$ cat config.mk
export PLATFORM = sky130hd
export DESIGN_NAME = fifo_wr_arbiter
export DESIGN_NICKNAME = d
export VERILOG_FILES = /design/src/rtl/fifo_wr_arbiter.sv
export SDC_FILE = /design/constraint.sdc
export NUM_CORES = 1
export LEC_CHECK = 0
export CAP_MARGIN = 25
export CORE_MARGIN = 4
export CORE_UTILIZATION = 30
export CTS_CLUSTER_DIAMETER = 150
export DETAILED_ROUTE_END_ITERATION = 7
export DONT_BUFFER_PORTS = 1
export SLEW_MARGIN = 20
export SYNTH_ARGS = -nofsm -noshare
export SYNTH_HDL_FRONTEND = slang
export SYNTH_SLANG_ARGS = --single-unit
$ cat constraint.sdc
create_clock -name clk -period 2.7 [get_ports clk]
set_input_delay 0.675 -clock clk [delete_from_list [all_inputs] [get_ports clk]]
set_output_delay 0.675 -clock clk [all_outputs]
set_load 0.02 [all_outputs]
$ cat src/rtl/fifo_wr_arbiter.sv
// Round-robin arbiter sharing one synchronous FIFO write port between NumReq producers.
// The owner keeps the port for up to MaxBurst words, stalls on full, and releases early if it drops req.
module fifo_wr_arbiter #(
   parameter int unsigned Width    = 8,
   parameter int unsigned NumReq   = 4,
   parameter int unsigned MaxBurst = 4
) (
   input  logic                     clk,
   input  logic                     reset,
   input  logic [NumReq-1:0]        req,
   input  logic [NumReq*Width-1:0]  req_data,
   output logic [NumReq-1:0]        ack,
   output logic [NumReq-1:0]        grant,
   input  logic                     fifo_full,
   output logic                     fifo_wr_en,
   output logic [Width-1:0]         fifo_data_in,
   output logic                     busy
);

   localparam int unsigned PtrW = (NumReq > 1) ? $clog2(NumReq) : 1;
   localparam int unsigned CntW = $clog2(MaxBurst + 1);

   typedef enum logic {
      ST_IDLE  = 1'b0,
      ST_GRANT = 1'b1
   } state_t;

   state_t            r_state;
   logic [PtrW-1:0]   r_owner;
   logic [PtrW-1:0]   r_rr_ptr;
   logic [CntW-1:0]   r_burst_cnt;

   logic [Width-1:0]  w_words [NumReq];
   logic [NumReq-1:0] w_owner_oh;
   logic [PtrW-1:0]   w_pick;
   logic [PtrW-1:0]   w_owner_next;
   logic              w_found;
   logic              w_owner_req;
   logic              w_xfer;
   logic              w_last;
   logic              w_exit;

   always_comb begin
      for (int i = 0; i < int'(NumReq); i++) begin
         w_words[i] = req_data[i*Width +: Width];
      end
   end

   // First pending requester scanning upward from r_rr_ptr, wrapping modulo NumReq.
   always_comb begin : b_pick
      int unsigned idx;
      idx     = 0;
      w_found = 1'b0;
      w_pick  = '0;
      for (int unsigned k = 0; k < NumReq; k++) begin
         idx = (32'(r_rr_ptr) + k) % NumReq;
         if (!w_found && req[PtrW'(idx)]) begin
            w_found = 1'b1;
            w_pick  = PtrW'(idx);
         end
      end
   end

   always_comb begin
      w_owner_oh   = NumReq'(1) << r_owner;
      w_owner_req  = req[r_owner];
      w_xfer       = (r_state == ST_GRANT) && w_owner_req && !fifo_full;
      w_last       = (r_burst_cnt == CntW'(MaxBurst - 1));
      w_exit       = !w_owner_req || (w_xfer && w_last);
      w_owner_next = (r_owner == PtrW'(NumReq - 1)) ? '0 : r_owner + PtrW'(1);
   end

   // The transfer is decided in the same cycle the FIFO sees full, so a write is never dropped.
   always_comb begin
      busy         = (r_state == ST_GRANT);
      grant        = busy ? w_owner_oh : '0;
      ack          = w_xfer ? w_owner_oh : '0;
      fifo_wr_en   = w_xfer;
      fifo_data_in = busy ? w_words[r_owner] : '0;
   end

   always_ff @(posedge clk) begin
      if (reset) begin
         r_state     <= ST_IDLE;
         r_owner     <= '0;
         r_rr_ptr    <= '0;
         r_burst_cnt <= '0;
      end else begin
         case (r_state)
            ST_IDLE: begin
               if (w_found) begin
                  r_owner     <= w_pick;
                  r_burst_cnt <= '0;
                  r_state     <= ST_GRANT;
               end
            end
            ST_GRANT: begin
               if (w_xfer) begin
                  r_burst_cnt <= r_burst_cnt + CntW'(1);
               end
               if (w_exit) begin
                  r_state  <= ST_IDLE;
                  r_rr_ptr <= w_owner_next;
               end
            end
            default: r_state <= ST_IDLE;
         endcase
      end
   end

endmodule
==> impl_metrics.ini, run 1 <==
[outcome]
status = completed

[die]
die_x_um = 62.99
fp.dieH_um = 62.99
die_area_sq_um = 3968
initial_core_util_pct = 32.07
core_sq_um = 2829
ios = 57
rows = 19

[logic_synthesis]
synthesis.instances = 93
synth_area_sq_um = 907.1
postSynthAreaPerCell_sq_um = 9.754
synth_top_flop_cell = dfxtp_1
yosysMostFrequentCell = and2_1
synth_area_leaders = mux4_2, dfxtp_1, and2_1
synth_edf_count = 0
synth_nets = 138
ys_seq_area_share_pct = 17.66
yosys_register_bits = 8
synth_common_cells = and2_1, mux4_2, dfxtp_1
synthDistinctLibCells = 33
ys_warn_count = 0
synth_area_leader_cell = mux4_2
async_reset_ff_share_pct = 0
synth_top_area_share_pct = 22.34

[routing]
wl_met1_um = 838
dr.pass1.iters = 4
ant_nets = 0
via_per_inst = 5.774
wl_per_cell_um = 17.53
met2_length_um = 1009
routed-wl-met3_um = 307
routed.top_layer = met4
remaining_drc_errors = 0
vias = 716
drtIter0Drc = 17
wl_um = 2174

[setup_path]
cp.depth = 3
cp_slowest_cell = mux4_2
worstPathRequired_ns = 2.03
reg2reg_depth = 6
crit_buf_inv = 1
worst_setup_path_start_kind = flop
cpLargestDelayFamily = multiplexers
crit_chain = buf_4 -> mux4_2 -> and2_1
end_kind = primary output
max_stage_delay_ns = 0.52
path_max_fanout = 13
arrival_ns = 1.66
critPathKind = flop to primary output

[finish]
drive_above_1_share_pct = 24.73
diodes = 0
area_delta_synth_final_pct = 4.828
fin_nets = 140
final_cells = 124

[power_and_ir_drop]
vdd_drop_max_uv = 147.5
p_int_mw = 0.2557
combPwrFrac_pct = 39.9
p_leak_nw = 0.3536
p_seq_share_pct = 36.6
clkPwrFrac_pct = 23.4
switchingPower_mw = 0.1487
p_per_area_nw_per_um2 = 425.3
swShare_pct = 36.77

[timing]
finClkSkew_ns = 0.007572
min_period_over_period_pct = 86.44
fin_setup_tns_ns = 0
fin_crit_ns = 2.334
setup_violations = 0
worst_slew_pin_slew_ns = 0.6830
setup_slack_ns = 0.3661
drv_slew = 0
grt_setup_unrepaired = false
hold_slack_ns = 0.4692
hold_violations = 0
maxSlewHeadroom_pct = 54.41
max_freq_mhz = 428.5

[global_routing]
grt_first_pass_wirelength_um = 3477
grt_overflow = 0
grt_usage_pct = 10.96
grt_pass1_vias = 734
antenna_found_initial = 0
grt_max_degree = 19

[placed_design]
hpwl_um = 1816
port_buffers = 0
place_inst = 121
place_congestion = 0.7106
place_ws_ns = 0.3990

[clock_tree]
tritoncts = built
cts_buffers = 3
htreeDepth = 1
clk_pin_slew_worst_paths_ns = 0.05
clk_latency_ns = 0.26
clockBufferDepth = 2
cts_resized = 0
hold_buffers = 0
clock-sinks = 8
cts-root-buf = clkbuf_4
post-cts-setup-buffers = 0

[worst_hold_path]
whs_path_depth = 2
hold_path.class = flop to flop

[run]
cap_violations = 0
## worst paths after layout
path                                             startpoint                           to  slack, ns
worst min-delay path            r_burst_cnt[1]$_SDFFE_PP0P_  r_burst_cnt[1]$_SDFFE_PP0P_       0.47
worst max-delay path                r_owner[0]$_SDFFE_PP0P_              fifo_data_in[1]       0.37
worst min register to register  r_burst_cnt[1]$_SDFFE_PP0P_  r_burst_cnt[1]$_SDFFE_PP0P_       0.47
worst max register to register  r_burst_cnt[0]$_SDFFE_PP0P_     r_rr_ptr[0]$_SDFFE_PP0P_       1.06
## through the flow
step                util (%)  power [mW]  area [sq um]
floorplan                  -      0.2906         907.1
global placement       32.82      0.3119         928.4
detailed placement     32.82      0.3150         928.4
CTS                    33.61      0.4119         950.9
global route           33.61      0.4310         950.9
finish                 33.61      0.4044         950.9
## layout by cell type, fill, tap and decap left out, drive strengths merged
master  synthesis  layout
a221oi          1       1
nand3b          1       1
nor4b           1       1
nor2b           4       4
a211oi          1       1
o41ai           1       1
and2           16      16
nand2           3       3
mux2            1       1
a2111o          1       1
nand2b          4       4
inv             5       5
a21oi           5       5
mux4            9       9
buf             2       2
nand3           2       2
a31oi           1       1
or2b            1       1
nor4            1       1
mux2i           4       4
dfxtp           8       8
or3             1       1
o32a            1       1
nor2            4       4
nor3            4       4
ha              6       6
nor3b           1       1
or2             1       1
clkbuf          2       3
## layout make-up
cell class / count / area [sq um]
Timing Repair Buffer: 2 / 15.01
Tap cell: 31 / 38.79
Fill cell: 291 / 1878
Sequential cell: 8 / 160.2
Clock buffer: 3 / 22.52
Multi-Input combinational cell: 75 / 693.2
Inverter: 5 / 21.27
## cell families (layout without fill, tap and decap cells)
| kind of cell | Yosys count | after routing | synth area share, % |
|---|---|---|---|
| compound gates | 11 | 11 | 9.380 |
| buf+inv | 10 | 10 | 5.931 |
| flops | 8 | 8 | 17.65 |
| fa+ha+maj | 6 | 6 | 8.276 |
| simple gates | 44 | 44 | 30.76 |
| mux | 14 | 14 | 28.00 |
## state kept, by name (all words and copies together) (netlist names)
register and count:
busy 1, r_burst_cnt 3, r_owner 2, r_rr_ptr 2
## layer usage
metal / up-vias / global-route usage, %
met1: 327 / 12.13
met2: 46 / 18.05
met4: 0 / 4.132
met5: - / 0
met3: 2 / 5.216
li1: 341 / -
## power groups by stage
| stage | combinational (mW) | clock, mW | sequential (mW) |
|---|---|---|---|
| 3_5_place_dp | 0.164 | 0 | 0.151 |
| 3_3_place_gp | 0.162 | 0 | 0.150 |
| 4_1_cts | 0.164 | 0.0989 | 0.149 |
| 6_report | 0.162 | 0.0948 | 0.148 |
| 5_1_grt | 0.177 | 0.103 | 0.151 |
| 2_1_floorplan | 0.146 | 0 | 0.145 |
## worst register-to-register path, stage by stage, from the launching register on
cell and delay, ns:
dfxtp_1 0.34, ha_1 0.16, ha_1 0.13, nor2b_1 0.17, nor3_1 0.07, nor3b_2 0.28, mux2_2 0.38
Power figures use the tool's default switching activity.
==> run 2: changes to the inputs <==
--- a/config.mk
+++ b/config.mk
@@ -15,3 +15,4 @@
 export SYNTH_ARGS = -nofsm -noshare
 export SYNTH_HDL_FRONTEND = slang
 export SYNTH_SLANG_ARGS = --single-unit
+export TNS_END_PERCENT = 30
==> results of run 2 <==
The final DEF is identical to that of run 1; final timing and power are the same.
==> RTL edit 1, RTL diff (flow settings as in run 2) <==
Set the parameter `Width` to 9 (it was 8).
--- a/src/rtl/fifo_wr_arbiter.sv
+++ b/src/rtl/fifo_wr_arbiter.sv
@@ -2,5 +2,5 @@
 // The owner keeps the port for up to MaxBurst words, stalls on full, and releases early if it drops req.
 module fifo_wr_arbiter #(
-   parameter int unsigned Width    = 8,
+   parameter int unsigned Width    = 9,
    parameter int unsigned NumReq   = 4,
    parameter int unsigned MaxBurst = 4
Ports: changed (resized fifo_data_in and req_data); port bits go from 57 to 62. No check against the original RTL was run, so the function may have changed too.
==> RTL edit 1 against run 2 <==
Register-to-register slack worse by 50 ps. Total power rose by 3.3%. Die area up 2.9%. Cell area increased by 5.3%. Maximum frequency decreased by 1.7%. Worst hold slack better by 6.5 ps. Routed wire length increased by 11%. Sequential cell count is the same. Non-clock buffer count up 1. Worst setup slack got worse by 41 ps. First-iteration DRC count grew 5.9%. Synthesized area is 3.3% higher. Clock skew is 4.5 ps lower.
==> RTL edit 1: results (changes against run 2) <==
Drt
The total length of routed wires is 2410 um (+11%). The average via count per standard cell was 5.53 (-4.3%). The routed wirelength normalized by instance count is 17.2 um (-1.9%).

The DRC violation total after the first TritonRoute iteration is 18 (+1).

Synth
The number of nets produced by synthesis was 145 (+5.1%). Ranked by instance count, the synthesized netlist is headed by 13 x sky130_fd_sc_hd__and2_1, 10 x sky130_fd_sc_hd__mux4_2, 8 x sky130_fd_sc_hd__dfxtp_1, 6 x sky130_fd_sc_hd__ha_1, 5 x sky130_fd_sc_hd__a21oi_1. The mean instance size in the synthesized netlist is 9.76 um^2 (about the same). By area the synthesized netlist is led by sky130_fd_sc_hd__mux4_2 24%, sky130_fd_sc_hd__dfxtp_1 17%, sky130_fd_sc_hd__and2_1 8.7%.

The fraction of the yosys area taken by sequential cells is 17.1% (-0.57 points).

Global routing
The overall fraction of global-route tracks in use is 11.3% (+0.31 points). The initial antenna violation count was 0 (unchanged). The via count of the first global-routing pass is 752 (+2.5%). The wire length of the first global-routing pass is 3510 um (+0.81%). The maximum number of pins on one net before global-route repair came to 19 (unchanged).

Placement
The worst setup timing slack at the placement stage is 362 ps (-37.5 ps). The cell area after placement was 978 um^2 (+5.4%). The routability-driven placement congestion ratio is 0.758 (+6.7%).

The number of cells in the design after placement was 137 (+13%). The HPWL after detailed placement was 2010 um (+10%).

Worst hold path
The worst hold path stage count is 1 (-1). For hold timing, the worst endpoint is r_owner[0]$_SDFFE_PP0P_. The start point of the worst min-delay path is reset. The min-delay analysis places its worst path in the category in -> reg.

Final layout
The ratio of cells with drive above 1 in the final layout is 25.0% (+0.27 points). The net count reported at finish came to 147 (+5.0%). The count of inserted antenna diode cells is 0 (unchanged). The count of fill cells added during filler insertion came to 320 (+10%).

Worst setup path
The maximum cell stage delay along the critical path is 540 ps (+20 ps). The biggest fanout along the worst timing path was 14 (+1). The register-to-register setup slack is 1010 ps (-50 ps). In this run the critical register-to-register path is launched from r_owner[1]$_SDFFE_PP0P_.

The worst reg2reg path depth was 5 (-1). The arrival time at the worst endpoint is 1700 ps (+40 ps).

Timing
The final hold slack is 476 ps (+6.52 ps). The worst-case clock skew came to 3.03 ps (-4.54 ps). The pin slew with the least headroom to its limit is 457 ps (-226 ps).

Power
The maximum vdd ir drop is 96.2 uV (-35%). The reported leakage power is 0.000368 uW (+4.1%).

Clock network
The clock latency on the worst-skew pair is 260 ps (about the same). The number of setup buffers added after CTS came to 0 (unchanged).

Outcome
The flow ran to the end, and the final reports show no timing, DRC or antenna violations.
RTL edit 1: logic make-up (layout without fill, tap and decap cells):
logic type	count (synthesis)	after routing	synth area share (%)
AO/OA/AOI/OAI	11	11	9.08
buffers and inverters	11	11	5.87
flip-flops	8	8	17.1
adder cells (fa/ha/maj)	6	6	8.01
AND/OR/NAND/NOR	45	45	30.4
multiplexers	15	15	29.5
RTL edit 1: layout make-up:
class / instances / area share [%]
Timing Repair Buffer: 3 / 2.25
Multi-Input combinational cell: 77 / 72.1
Clock buffer: 3 / 2.25
Tap cell: 44 / 5.50
Inverter: 5 / 1.88
Sequential cell: 8 / 16.0
RTL edit 1: metal layers:
metal | up-vias | wire (um) | share of wire (%) | global-route usage (%)
met5 | - | 0 | 0 | 0
met4 | 0 | 52 | 2.2 | 5.12
met3 | 6 | 393 | 16 | 6.33
met2 | 57 | 1130 | 47 | 20.0
met1 | 358 | 828 | 34 | 10.3
li1 | 353 | - | - | -
RTL edit 1: worst max-delay path by stage:
stage	from	endpoint	slack [ps]	cells past startpoint
final	r_owner[0]$_SDFFE_PP0P_	fifo_data_in[8]	320	3
after global routing	r_owner[0]$_SDFFE_PP0P_	fifo_data_in[8]	230	3
after CTS	r_owner[0]$_SDFFE_PP0P_	fifo_data_in[8]	300	3
after detailed placement	req[3]	ack[0]	360	4
after global placement	req[3]	ack[0]	370	4
after floorplan	req[2]	ack[0]	320	5
RTL edit 1: worst max-delay path, delay by kind of cell (launching register included):
kind | cells | cell delay, ps
buffers and inverters | 1 | 270
muxes | 1 | 540
and+or+nand+nor | 1 | 250
DFF | 1 | 380
RTL edit 1: power by group:
group          internal (uW)  total, uW  switching (uW)
registers                127        139            11.5
logic                   82.6        183             100
clock network           51.1       95.8            44.7
==> RTL edit 2, RTL diff (flow settings as in run 2) <==
Without the edit above. Reset style: asynchronous (`reset`), changed in one clocked block.
--- a/src/rtl/fifo_wr_arbiter.sv
+++ b/src/rtl/fifo_wr_arbiter.sv
@@ -80,5 +80,5 @@
    end
 
-   always_ff @(posedge clk) begin
+   always_ff @(posedge clk or posedge reset) begin
       if (reset) begin
          r_state     <= ST_IDLE;
Behaviour: differs if reset is asserted again (counterexample within 4 cycles, from zero or initial values and one cycle with reset high); with reset held inactive, the same outputs for 4 cycles.
==> RTL edit 2 against run 2 <==
Routed wire length increased by 6.8%. First-iteration DRC count increased by 82%. Sequential cell count unchanged. Synthesized area decreased by 1.9%. Register-to-register slack got worse by 190 ps. Maximum frequency decreased by 3.5%. Synthesized cell count decreased by 4.3%. Worst setup slack got worse by 85 ps. Cell area decreased by 1.6%. Worst hold slack got worse by 200 ps. Highest routed layer is now met3.
Power is not compared: it rests on default switching activity, and its combinational part moved more than twofold at a synthesized area within 25%.
==> RTL edit 2: results (changes against run 2) <==
Final layout
The net count reported at finish is 136 (-2.9%). The ratio of cells with drive above 1 in the final layout is 20.2% (-4.5 points). The buffer share of cell area is 0.802% (-0.78 points). The count of fill cells added during filler insertion is 287 (-1.4%). The footprint of the flip-flops and latches is 201 um^2 (+26%). The final design utilization was 33.4% (-0.25 points).

Synth
By count the netlist is led by 12 x sky130_fd_sc_hd__and2_1, 10 x sky130_fd_sc_hd__inv_1, 8 x sky130_fd_sc_hd__dfrtp_1, 8 x sky130_fd_sc_hd__mux4_2. The number of nets produced by synthesis is 134 (-2.9%). In the post-synthesis netlist, the biggest area contributors are sky130_fd_sc_hd__dfrtp_1 23%, sky130_fd_sc_hd__mux4_2 20%, sky130_fd_sc_hd__and2_1 8.4%. The cell count after synthesis came to 89 (-4.3%). The area fraction in compound gates after synthesis is 11.4% (+2.0 points). The main flop type after synthesis is sky130_fd_sc_hd__dfrtp_1. The number of different library cells in the post-synthesis netlist is 31 (-6.1%).

Worst setup path
The worst reg2reg path depth came to 4 (-2). The maximum cell stage delay along the critical path came to 660 ps (+140 ps). The arrival time at the worst endpoint came to 1740 ps (+80 ps). The endpoint identified for the worst register-to-register timing path is r_rr_ptr[1]$_DFFE_PP0P_. The top cell family by delay on the critical path is flip-flops.

The worst setup path startpoint is r_owner[1]$_DFFE_PP0P_.

Placement
The cell area after placement is 912 um^2 (-1.8%). The worst setup timing slack at the placement stage is 315 ps (-83.9 ps). The HPWL after detailed placement is 1870 um (+3.0%). The number of cells in the design after placement is 117 (-3.3%).

Global routing
The maximum number of pins on one net before global-route repair was 15 (-4).

Drt
The total length of routed wires came to 2320 um (+6.8%).

Outcome
The flow ran to the end, and the final reports show no timing, DRC or antenna violations.
RTL edit 2: changes by cell type after synthesis, sizes merged, moves of 2 or more:
cell,change
nand2b,-4
dfxtp,-8
a21oi,-4
nand2,+3
dfrtp,+8
and3,+4
and2,-3
nand3,-2
inv,+5
o21ai,+5
o221ai,+2
nor3,-4
RTL edit 2: worst min-delay path by stage:
| stage | from | endpoint | slack, ps | cells after the start |
|---|---|---|---|---|
| 5_1_grt | reset | r_burst_cnt[2]$_DFFE_PP0P_ | 290 | 1 |
| 4_1_cts | reset | r_burst_cnt[0]$_DFFE_PP0P_ | 280 | 1 |
| 3_5_place_dp | r_burst_cnt[0]$_DFFE_PP0P_ | r_burst_cnt[0]$_DFFE_PP0P_ | 490 | 1 |
| 3_3_place_gp | r_burst_cnt[0]$_DFFE_PP0P_ | r_burst_cnt[0]$_DFFE_PP0P_ | 480 | 1 |
| 2_1_floorplan | r_burst_cnt[0]$_DFFE_PP0P_ | r_burst_cnt[0]$_DFFE_PP0P_ | 450 | 1 |
| 6_report | reset | r_burst_cnt[2]$_DFFE_PP0P_ | 270 | 1 |
RTL edit 2: power by group:
group	internal (uW)	switching, uW
registers	173	134
clock network	50.9	40.9
logic	308	345
total	532	521
RTL edit 2: routing by layer:
metal / part of all wire [%] / wire [um] / GRT usage (%) / vias to the layer above
met1: 36 / 832 / 12.2 / 333
met3: 18 / 408 / 8.09 / 0
li1: - / - / - / 327
met4: 0 / 0 / 1.10 / 0
met2: 47 / 1080 / 19.2 / 61
met5: 0 / 0 / 0 / -
RTL edit 2: logic make-up after synthesis:
| kind of cell | after synthesis |
|---|---|
| AO/OA/AOI/OAI | 14 |
| adder cells (fa/ha/maj) | 6 |
| buffers and inverters | 14 |
| flip-flops | 8 |
| multiplexers | 14 |
| AND/OR/NAND/NOR | 33 |
